File: config.mk
export PLATFORM = sky130hd
export DESIGN_NAME = rw_strobe_ctrl_flat
export DESIGN_NICKNAME = d
export VERILOG_FILES = /design/src/rtl/rw_strobe_ctrl_if.sv /design/src/rtl/rw_strobe_ctrl.sv /design/src/flat_wrapper.sv
export SDC_FILE = /design/constraint.sdc
export NUM_CORES = 1
export LEC_CHECK = 0
export ABC_AREA = 1
export BUFFER_PORTS_ARGS = -buffer_cell sky130_fd_sc_hd__buf_2
export CORE_MARGIN = 3
export CORE_UTILIZATION = 40
export CTS_CLUSTER_DIAMETER = 200
export DETAILED_ROUTE_END_ITERATION = 8
export GPL_TIMING_DRIVEN = 1
export PLACE_DENSITY = 0.63
export SYNTH_ARGS = -nofsm -noshare
export SYNTH_HDL_FRONTEND = slang
export SYNTH_SLANG_ARGS = --single-unit
File: constraint.sdc
create_clock -name clock -period 1.5 [get_ports clock]
set_clock_uncertainty 0.15 [all_clocks]
set_input_delay 0.225 -clock clock [delete_from_list [all_inputs] [get_ports clock]]
set_output_delay 0.225 -clock clock [all_outputs]
set_load 0.05 [all_outputs]
File: src/rtl/rw_strobe_ctrl_if.sv
// Request/strobe bus between a transfer initiator and rw_strobe_ctrl.
// The master drives requests and the device stretch line; the slave returns status and strobes.
interface rw_strobe_ctrl_if #(
    parameter int unsigned NCH    = 4,
    parameter int unsigned CH_W   = 2,
    parameter int unsigned WAIT_W = 3
);
    logic              req;
    logic              op;
    logic [CH_W-1:0]   ch;
    logic [WAIT_W-1:0] wait_cycles;
    logic              dev_wait;
    logic              ready;
    logic              done;
    logic              err;
    logic [NCH-1:0]    notWR;
    logic [NCH-1:0]    notRD;

    modport master (
        output req, op, ch, wait_cycles, dev_wait,
        input  ready, done, err, notWR, notRD
    );

    modport slave (
        input  req, op, ch, wait_cycles, dev_wait,
        output ready, done, err, notWR, notRD
    );
endinterface

File: src/rtl/rw_strobe_ctrl.sv
// Read/write strobe sequencer: SETUP, a stretchable STROBE on one channel, then a HOLD cycle
// that reports completion. Every output is a register fed from the current FSM state.
module rw_strobe_ctrl #(
    parameter int unsigned NCH     = 4,
    parameter int unsigned CH_W    = 2,
    parameter int unsigned WAIT_W  = 3,
    parameter int unsigned TIMEOUT = 15
) (
    input  logic            clock,
    input  logic            reset,
    rw_strobe_ctrl_if.slave bus
);
    localparam int unsigned STR_W = $clog2(TIMEOUT + 1);

    typedef enum logic [1:0] {IDLE, SETUP, STROBE, HOLD} state_t;

    state_t            state;
    state_t            nextState;
    logic              accept;
    logic              capOp;
    logic [CH_W-1:0]   capCh;
    logic [WAIT_W-1:0] waitCnt;
    logic [STR_W-1:0]  stretchCnt;
    logic              timedOut;
    logic              chBad;

    logic              readyQ, readyD;
    logic              doneQ, doneD;
    logic              errQ, errD;
    logic [NCH-1:0]    notWRQ, notWRD;
    logic [NCH-1:0]    notRDQ, notRDD;

    // State register
    always_ff @(posedge clock) begin
        if (reset) begin
            state <= IDLE;
        end else begin
            state <= nextState;
        end
    end

    // Next-state logic; STROBE only looks at dev_wait once the minimum count has expired
    always_comb begin
        nextState = state;
        accept    = 1'b0;
        case (state)
            IDLE: begin
                if (bus.req && readyQ) begin
                    accept    = 1'b1;
                    nextState = SETUP;
                end
            end
            SETUP:  nextState = STROBE;
            STROBE: begin
                if (waitCnt == '0 && (!bus.dev_wait || stretchCnt == STR_W'(TIMEOUT))) begin
                    nextState = HOLD;
                end
            end
            HOLD:    nextState = IDLE;
            default: nextState = IDLE;
        endcase
    end

    // Output decode; ready drops on the accepting edge so it never advertises a busy FSM
    always_comb begin
        chBad  = (32'(capCh) >= NCH);
        readyD = (state == IDLE) && (nextState == IDLE);
        doneD  = (state == HOLD);
        errD   = (state == HOLD) && (timedOut || chBad);
        notWRD = '1;
        notRDD = '1;
        if (state == STROBE && !chBad) begin
            for (int unsigned i = 0; i < NCH; i++) begin
                if (32'(capCh) == i) begin
                    if (capOp) begin
                        notWRD[i] = 1'b0;
                    end else begin
                        notRDD[i] = 1'b0;
                    end
                end
            end
        end
    end

    // Captured request, wait/stretch counters and output registers
    always_ff @(posedge clock) begin
        if (reset) begin
            capOp      <= 1'b0;
            capCh      <= '0;
            waitCnt    <= '0;
            stretchCnt <= '0;
            timedOut   <= 1'b0;
            readyQ     <= 1'b1;
            doneQ      <= 1'b0;
            errQ       <= 1'b0;
            notWRQ     <= '1;
            notRDQ     <= '1;
        end else begin
            readyQ <= readyD;
            doneQ  <= doneD;
            errQ   <= errD;
            notWRQ <= notWRD;
            notRDQ <= notRDD;
            if (accept) begin
                capOp      <= bus.op;
                capCh      <= bus.ch;
                waitCnt    <= bus.wait_cycles;
                stretchCnt <= '0;
                timedOut   <= 1'b0;
            end else if (state == STROBE) begin
                if (waitCnt != '0) begin
                    waitCnt <= waitCnt - WAIT_W'(1);
                end else if (bus.dev_wait) begin
                    if (stretchCnt == STR_W'(TIMEOUT)) begin
                        timedOut <= 1'b1;
                    end else begin
                        stretchCnt <= stretchCnt + STR_W'(1);
                    end
                end
            end
        end
    end

    assign bus.ready = readyQ;
    assign bus.done  = doneQ;
    assign bus.err   = errQ;
    assign bus.notWR = notWRQ;
    assign bus.notRD = notRDQ;
endmodule

File: src/flat_wrapper.sv
// flat-port wrapper written by rule: the top's interface ports become plain ports
module rw_strobe_ctrl_flat 
#(
    parameter int unsigned NCH     = 4,
    parameter int unsigned CH_W    = 2,
    parameter int unsigned WAIT_W  = 3,
    parameter int unsigned TIMEOUT = 15
)
  (clock, reset, bus_req, bus_op, bus_ch, bus_wait_cycles, bus_dev_wait, bus_ready, bus_done, bus_err, bus_notWR, bus_notRD);
  rw_strobe_ctrl_if #(.NCH(NCH), .CH_W(CH_W), .WAIT_W(WAIT_W)) bus_i ();
  input  logic clock;
  input  logic reset;
  input wire logic [$bits(bus_i.req)-1:0] bus_req;
  input wire logic [$bits(bus_i.op)-1:0] bus_op;
  input wire logic [$bits(bus_i.ch)-1:0] bus_ch;
  input wire logic [$bits(bus_i.wait_cycles)-1:0] bus_wait_cycles;
  input wire logic [$bits(bus_i.dev_wait)-1:0] bus_dev_wait;
  output wire logic [$bits(bus_i.ready)-1:0] bus_ready;
  output wire logic [$bits(bus_i.done)-1:0] bus_done;
  output wire logic [$bits(bus_i.err)-1:0] bus_err;
  output wire logic [$bits(bus_i.notWR)-1:0] bus_notWR;
  output wire logic [$bits(bus_i.notRD)-1:0] bus_notRD;
  assign bus_i.req = bus_req;
  assign bus_i.op = bus_op;
  assign bus_i.ch = bus_ch;
  assign bus_i.wait_cycles = bus_wait_cycles;
  assign bus_i.dev_wait = bus_dev_wait;
  assign bus_ready = bus_i.ready;
  assign bus_done = bus_i.done;
  assign bus_err = bus_i.err;
  assign bus_notWR = bus_i.notWR;
  assign bus_notRD = bus_i.notRD;
  rw_strobe_ctrl #(.NCH(NCH), .CH_W(CH_W), .WAIT_W(WAIT_W), .TIMEOUT(TIMEOUT)) u_core (.clock(clock), .reset(reset), .bus(bus_i));
endmodule
; Word level (Yosys, flattened, before mapping)
; Cells that the tools add are included.
; Widths: inputs -> output; s select.
[totals]
in_bits = 10
word_cells = 64
output_inout_bits = 11
ff_bits = 24
[op_classes]
mux = 10
eq_ne = 7
addsub = 2
bitwise = 7
reduce_logical = 21
[op_table]
columns = operator, count
row1 = $reduce_or 3->1, 4
row2 = $mux 3, 3
row3 = $eq 2x2->1 const B, 4
row4 = $pmux 2 s4, 1
row5 = $reduce_and 4->1, 2
row6 = $not 1->1, 7
row7 = $logic_not 2->1, 3
row8 = $add 4x1->4 const B, 1
row9 = $eq 2x1->1 const B, 2
row10 = $eq 4x4->1 const B, 1
row11 = $logic_and 1x1->1, 4
row12 = $mux 1, 4
row13 = $mux 2, 2
row14 = $reduce_bool 2->1, 2
row15 = $logic_not 3->1, 1
row16 = $reduce_bool 3->1, 1
row17 = $sub 3x1->3 const B, 1
row18 = $reduce_and 2->1, 1
row19 = $reduce_or 2->1, 1
row20 = $logic_not 1->1, 1
row21 = $logic_or 1x1->1, 1

; Longest topological paths before layout
; Gate-level depths: netlist (run 1).
[logic_depth]
ltp_word = 7
ltp_mapped = 7
ltp_nobuf = 7

; Least setup slack after synthesis (run 1)
; Ideal clock, no wire load.
[synth_path]
path_type = flip-flop to flip-flop
startpoint = register u_core.readyQ (netlist: u_core.bus.ready)
endpoint = register u_core.waitCnt[2]
stages_incl_launch_ff = 5
synth_period_minus_slack_ns = 1.478
setup_slack_ns = 0.022
t_arrival_ns = 1.207
n_path_buf = 1
required_ns = 1.229
cell_sequence = dfxtp_1 -> nand3_2 -> buf_6 -> o21ai_1 -> o21ai_1
[synth_via]
elab_chain_cells = 5
[synth_lines]
columns = item, line
row1 = "start, declared", rw_strobe_ctrl.sv:27  ; logic readyQ, readyD;
row2 = "start signal, assigned", rw_strobe_ctrl.sv:99  ; readyQ <= readyD;
row3 = $logic_and 1x1->1 (*), rw_strobe_ctrl.sv:48  ; if (bus.req && readyQ) begin
row4 = $mux 1 (*), rw_strobe_ctrl.sv:48
row5 = $mux 1 (*), rw_strobe_ctrl.sv:46  ; case (state)
row6 = $reduce_bool 2->1 (no source line), --
row7 = $reduce_and 2->1 (no source line), --
row8 = "end signal, assigned", rw_strobe_ctrl.sv:107  ; waitCnt <= bus.wait_cycles;
row9 = "end signal, assigned", rw_strobe_ctrl.sv:112  ; waitCnt <= waitCnt - WAIT_W'(1);
row10 = "end, declared", rw_strobe_ctrl.sv:22  ; logic [WAIT_W-1:0] waitCnt;
; Every way passes the cells marked *; elsewhere a longest branch is shown, timed or not.
; A chain may end at the register's enable or synchronous reset.

; Worst setup path after layout (run 1)
[layout_path]
startpoint = register u_core.readyQ (netlist: u_core.bus.ready)
endpoint = output bus_ready
[layout_rtl]
columns = item, line
row1 = "end, declared", flat_wrapper.sv:18  ; output wire logic [$bits(bus_i.ready)-1:0] bus_ready;
; No word-level cell between the ends.

==> metrics, run 1 <==
Mapped Nets 144; Final #Nets 169; VDD IR max between 800 and 900 uV; final worst-path cycle share 0.9435; first-pass GRT wire length 3008 um; DRC 0; crit path DAT roughly 1.0 ns; Slew HR 0.8331; crit-path cells buf_2; pre-CTS WS -0.05564 ns; Cells after Synth ~130; Power per Cell Area 1690 mW/mm^2; clk sinks 24; number of max-cap violations 0; Hold Path Class in -> reg; post-DR vias/cell 4.706; total die area 0.003167 mm^2; Startpoint Class register; Iter 0 DRT Violations 12; Setup violations, final 0; GP Congestion 0.7469; clk_lat worst skew 0.31 ns; number of CTS-inserted buffers 3; root buffer cell clkbuf_4; Hold Vio Cnt, Final 0; TritonCTS clock tree built; DR vias 847; vias in the first global route 744; minimum clock period 1.415 ns; most common library cell in the layout ignoring fill and taps nand2_1; CP Class reg -> out; Max Fclk around 700 MHz; Leak 0.0005227 uW; final instance area 0.001255 mm^2; commonest cells after routing, fill and taps aside nand2_1 (31), dfxtp_1 (24), buf_2 (20); DRT antenna net count 0; Largest stage delay, worst path around 0.44 ns; Worst Path Buf+Inv 1; met2 wire len 862 um; dpl hpwl roughly 1400 um; CP endpoint kind output port; CP max FO 4; ratio of cells with drive above 1 in the final layout 0.2632; Top Metal Used met4; final worst setup slack 0.08473 ns; htree depth 1; Ports 21; Yosys reg bits 24; # port buffers 20; post-synth cell types 19; starting density of the core 0.4401; row cnt 17; Worst Max-Slew Pin Slew 0.2520 ns; DP Area 0.001135 mm^2; max-slew violation count 0; initial antenna violation count 0; status finished clean; CP top delay family flip-flops; mean routed wirelength per cell 10.17 um; # diodes 0; gr ovfl total 0; DRT met1 WL 876 um; TNS Setup 0 ns; Worst EP required 1.12 ns; largest net degree at the start of global routing 15; register area share after synthesis 0.4752; Die Ht 56.28 um; Total Wirelength around 1800 um; CTS max path bufs 2; Pre-Repair DR Iteration Count 4; Core Box Area 0.002297 mm^2; Ys Warns 0; Syn-to-layout area delta 24.13%; Syn Std Cell Area 0.001011 mm^2; Die W 56.28 um; Syn Area/Cell just under 8 um^2; Clk pin slew, worst setup/hold paths 0.13 ns; worst-path cell with the longest stage delay dfxtp_1; RSZ-0062 raised after global routing false; All-Layer GR Usage 0.1148; # fillers 222; met3 routed WL 74 um
==> cell families (layout without fill, tap and decap cells) <==
family,after synthesis,after routing,share of synthesized area
flops,24,24,0.4752
buf+inv,20,44,0.08539
fa+ha+maj,6,6,0.07426
simple gates,56,56,0.2525
xor+xnor,1,1,0.008665
compound gates,21,21,0.1040
==> worst min-delay path: cells and delay by family <==
family	cells	cell delay (ns)
compound gates	2	0.16
buf+inv	1	0.08
==> layer usage <==
layer | vias to the layer above | global-route usage
li1 | 458 | -
met1 | 375 | 0.1445
met2 | 12 | 0.1920
met3 | 2 | 0.02529
met4 | 0 | 0.04068
met5 | - | 0
==> final cells by class <==
cell class	instances	area [um^2]	share of cell area
flip-flops and latches	24	480.5	0.3829
clock buffers	3	22.52	0.01795
clock inverters	1	30.03	0.02393
inverters	18	67.56	0.05384
multi-input cells	84	501.7	0.3998
well taps	28	35.03	0.02792
repair buffers	22	117.6	0.09372
==> what timing repair did <==
item	4_1_cts	5_1_grt
hold buffers	1	0
endpoints found under the hold margin	4	0
resized for setup	2	11
pin swaps	0	1
endpoints found under the setup margin	8	14
buffers inserted	0	0
==> sequential cells by signal, summed over array words and instances (netlist names) <==
register and count:
u_core.capCh 2, u_core.bus.done 1, u_core.bus.ready 1, u_core.state 2, u_core.bus.err 1, u_core.capOp 1
u_core.bus.notRD 4, u_core.waitCnt 3, u_core.timedOut 1, u_core.bus.notWR 4, u_core.stretchCnt 4
==> synthesized netlist by cell type <==
cell type,number,area (um^2)
a21oi_1,12,60.06
buf_4,1,7.510
buf_6,1,11.26
dfxtp_1,24,480.5
ha_1,6,75.07
inv_1,17,63.81
inv_2,1,3.750
nand2_1,32,120.1
nand2_2,1,6.260
nand3_1,7,35.03
nand3_2,2,20.02
nand3b_2,1,11.26
nand4_1,2,12.51
nor2_1,5,18.77
nor2_2,1,6.260
nor3_1,5,25.02
o21ai_0,3,15.01
o21ai_1,6,30.03
xor2_1,1,8.760
==> stage by stage <==
step | util | hold slack (ns) | std cells | power, uW
after floorplan | - | 0.1441 | 128 | 1423
after global placement | 0.4940 | 0.2765 | 175 | 1528
after detailed placement | 0.4940 | 0.2784 | 175 | 1553
after CTS | 0.5256 | 0.01892 | 180 | 2037
after global routing | 0.5463 | 0.02181 | 180 | 2265
final | 0.5463 | 0.02357 | 180 | 2120
==> worst paths after layout <==
kind | slack (ns) | startpoint | endpoint | depth (start not counted)
worst min register to register | 0.31 | u_core.capOp$_SDFFE_PP0P_ | u_core.bus.notWR[3]$_SDFF_PP1_ | 1
worst max-delay path | 0.08 | u_core.bus.ready$_SDFF_PP1_ | bus_ready | 1
worst min-delay path | 0.02 | bus_op | u_core.capOp$_SDFFE_PP0P_ | 3
worst max register to register | 0.10 | u_core.state[1]$_SDFF_PP0_ | u_core.stretchCnt[2]$_SDFFE_PP0P_ | 6
==> report_power, final <==
part | switching (uW) | total [uW] | internal (uW) | leakage (uW)
sequential | 93.6 | 840 | 746 | 0.000196
combinational | 523 | 819 | 296 | 0.000299
clock | 191 | 461 | 270 | 0.0000279
(Power assumes the default switching activity.)
==> run 2, diff against run 1 <==
--- a/config.mk
+++ b/config.mk
@@ -8,11 +8,11 @@
 export ABC_AREA = 1
 export BUFFER_PORTS_ARGS = -buffer_cell sky130_fd_sc_hd__buf_2
 export CORE_MARGIN = 3
-export CORE_UTILIZATION = 40
+export CORE_UTILIZATION = 37
 export CTS_CLUSTER_DIAMETER = 200
 export DETAILED_ROUTE_END_ITERATION = 8
 export GPL_TIMING_DRIVEN = 1
-export PLACE_DENSITY = 0.63
+export PLACE_DENSITY = 0.62
 export SYNTH_ARGS = -nofsm -noshare
 export SYNTH_HDL_FRONTEND = slang
 export SYNTH_SLANG_ARGS = --single-unit
==> constraint.sdc (replaced) <==
create_clock -name clock -period 1.1 [get_ports clock]
set_clock_uncertainty 0.15 [all_clocks]
set_input_delay 0.165 -clock clock [delete_from_list [all_inputs] [get_ports clock]]
set_output_delay 0.165 -clock clock [all_outputs]
set_load 0.05 [all_outputs]
==> run 2 against run 1 <==
  * The run now ends with negative setup slack left
  * Design area is 41% higher
  * Critical path depth is 6 higher
  * Final cell count is 13% higher
  * Hold slack better by 0.020 ns
  * Setup slack worse by 0.27 ns
  * Combinational power grew to 2.6 times the previous value
  * Utilization is 15 points higher
  * Critical path type is now reg -> reg
  * Largest power group is now combinational logic
==> metrics, run 2 (same netlist as run 1, synthesis figures left out) <==
status complete, but fails checks; failing checks negative setup slack; Worst EP required 1.16 ns (+0.04 ns); CP Class reg -> reg; total die area 0.003395 mm^2 (+7.2%); gr ovfl total 0 (unchanged); final worst setup slack -0.1866 ns (-0.2714 ns); minimum clock period 1.287 ns; DP Area 0.001325 mm^2 (+17%); Power per Cell Area 2201 mW/mm^2 (+30%); dpl hpwl 1688 um (+21%); vias in the first global route 937 (+26%); Final #Nets 191 (+13%); placed insts 188 (+7.4%); post-DR vias/cell 4.804 (+2.1%); largest net degree at the start of global routing 15 (unchanged); crit path DAT 1.35 ns (+0.31 ns); CTS max path bufs 2 (unchanged); WHS Path Cells 4 (+1); # port buffers 20 (unchanged); DRC 0 (unchanged); Die W 58.27 um (+3.5%); setup slack, reg-to-reg -0.19 ns (-0.29 ns); ratio of cells with drive above 1 in the final layout 0.5920 (+0.3288); Die Ht 58.27 um (+3.5%); htree depth 1 (unchanged); # fillers 181 (-18%); DRT antenna net count 0 (unchanged); row cnt 18 (+1); Critical R2R Capture u_core.waitCnt[2]$_SDFFE_PP0P_; number of CTS-inserted buffers 3 (unchanged); Multi-input gate area 678.2 um^2 (+35%); VDD IR max 1883 uV (+110%); most common library cell in the layout ignoring fill and taps nand2_1; Max Fclk about 780 MHz; Total Wirelength 2525 um (+38%); DR vias 980 (+16%); register area 508.0 um^2 (+5.7%); starting density of the core 0.3972 (-0.04284); Largest stage delay, worst path 0.39 ns (-0.05 ns); RSZ-0062 raised after global routing true; Core Box Area 0.002545 mm^2 (+11%); TritonCTS clock tree built; Hold Vio Cnt, Final 0 (unchanged); Clk pin slew, worst setup/hold paths 0.13 ns (about the same); worst-path cell with the longest stage delay dfxtp_4; final worst-path cycle share 1.170; CP endpoint kind register; crit-path most repeated cell o21ai_1; Iter 0 DRT Violations 36 (+24); root buffer cell clkbuf_4; CP max FO 6 (+2); Syn-to-layout area delta 75.00%; Pre-Repair DR Iteration Count 4 (unchanged); Slew HR 0.8335 (about the same); Hold Path Sink u_core.state[0]$_SDFF_PP0_; number of max-cap violations 0 (unchanged); GP Congestion 0.7815 (+4.6%); All-Layer GR Usage 0.1593 (+0.04452); initial antenna violation count 0 (unchanged); Ports 21 (unchanged); mean routed wirelength per cell 12.38 um (+22%); max-slew violation count 0 (unchanged); first-pass GRT wire length 4133 um (+37%); Non-Filler Instances 204 (+13%); post-layout util 0.6952 (+0.1489); Worst Max-Slew Pin Slew 0.2495 ns (-0.002581 ns); # diodes 0 (unchanged); Reg2Reg Depth 7 (+1); clk_lat worst skew 0.31 ns (about the same); Leak 0.0007066 uW (+35%); Startpoint Class register; clk sinks 24 (unchanged); crit-path cells inv_2, ha_4, nand3_4, nand2_4, nor2_1, o21ai_1, o21ai_1; final instance area 0.001769 mm^2 (+41%); WHS 0.04313 ns (+0.01955 ns); Hold Path Class in -> reg; commonest cells after routing, fill and taps aside nand2_1 (27), dfxtp_2 (16), inv_1 (11), buf_8 (11); Setup violations, final 32 (+32); pre-CTS WS -0.2049 ns (-0.1492 ns); hold_sp bus_dev_wait; FF-to-FF Start u_core.state[1]$_SDFF_PP0_
==> run 2: cell count changes in the layout (fill, tap and decap cells not counted), sizes merged <==
cell         change
clkbuf           +1
nand3            +1
dlygate4sd3      +5
bufinv           -1
buf             +16
==> run 2: metal layers <==
metal,vias up,global-route usage,part of all wire
li1,503,-,-
met2,12,0.2679,0.53
met3,6,0.02227,0.022
met1,459,0.1902,0.42
met4,0,0.09603,0.027
met5,-,0,0
==> run 2: final cells by class <==
cell class              instances  share of cell area
multi-input cells              85              0.3833
flip-flops and latches         24              0.2871
repair buffers                 43              0.2419
inverters                      18             0.03960
clock buffers                   4             0.02687
well taps                      30             0.02122
==> run 2: how the worst max path moves through the flow <==
stage	cells after the start	startpoint	slack, ns	end
4_1_cts	6	u_core.state[0]$_SDFF_PP0_	-0.17	u_core.stretchCnt[1]$_SDFFE_PP0P_
6_report	7	u_core.state[1]$_SDFF_PP0_	-0.19	u_core.waitCnt[2]$_SDFFE_PP0P_
2_1_floorplan	7	u_core.state[0]$_SDFF_PP0_	-0.1	u_core.waitCnt[2]$_SDFFE_PP0P_
3_5_place_dp	6	u_core.stretchCnt[1]$_SDFFE_PP0P_	-0.20	u_core.stretchCnt[1]$_SDFFE_PP0P_
5_1_grt	7	u_core.state[0]$_SDFF_PP0_	-0.24	u_core.waitCnt[2]$_SDFFE_PP0P_
3_3_place_gp	6	u_core.waitCnt[1]$_SDFFE_PP0P_	-0.15	u_core.waitCnt[2]$_SDFFE_PP0P_
==> run 2: metrics by stage <==
step           setup TNS (ns)  power (uW)
2_1_floorplan          -1.452        2211
3_3_place_gp           -1.804        2552
3_5_place_dp           -2.343        2627
4_1_cts                -3.014        3511
5_1_grt                -5.001        4153
6_report               -3.010        3894
==> run 2: critical path, delay by kind of cell (launching register included) <==
kind | cells | cell delay [ns]
AND/OR/NAND/NOR | 3 | 0.27
AO/OA/AOI/OAI | 2 | 0.15
flip-flops | 1 | 0.39
adder cells (fa/ha/maj) | 1 | 0.16
buffers and inverters | 1 | 0.06
==> run 2: repair_timing <==
item | 4_1_cts | 5_1_grt
gates resized for setup | 55 | 34
pin swaps | 9 | 12
endpoints found under the hold margin | 9 | 0
hold buffers | 6 | 0
endpoints found under the setup margin | 32 | 32
cloned | 1 | 0
setup buffers | 2 | 3
==> run 2: power by group <==
| part | switching [uW] | internal (uW) | total [uW] | leakage (uW) |
|---|---|---|---|---|
| Clock | 258 | 277 | 536 | 0.0000261 |
| Combinational | 1130 | 1010 | 2140 | 0.000484 |
| Sequential | 159 | 1060 | 1220 | 0.000196 |
| Total | 1550 | 2340 | 3890 | 0.000707 |
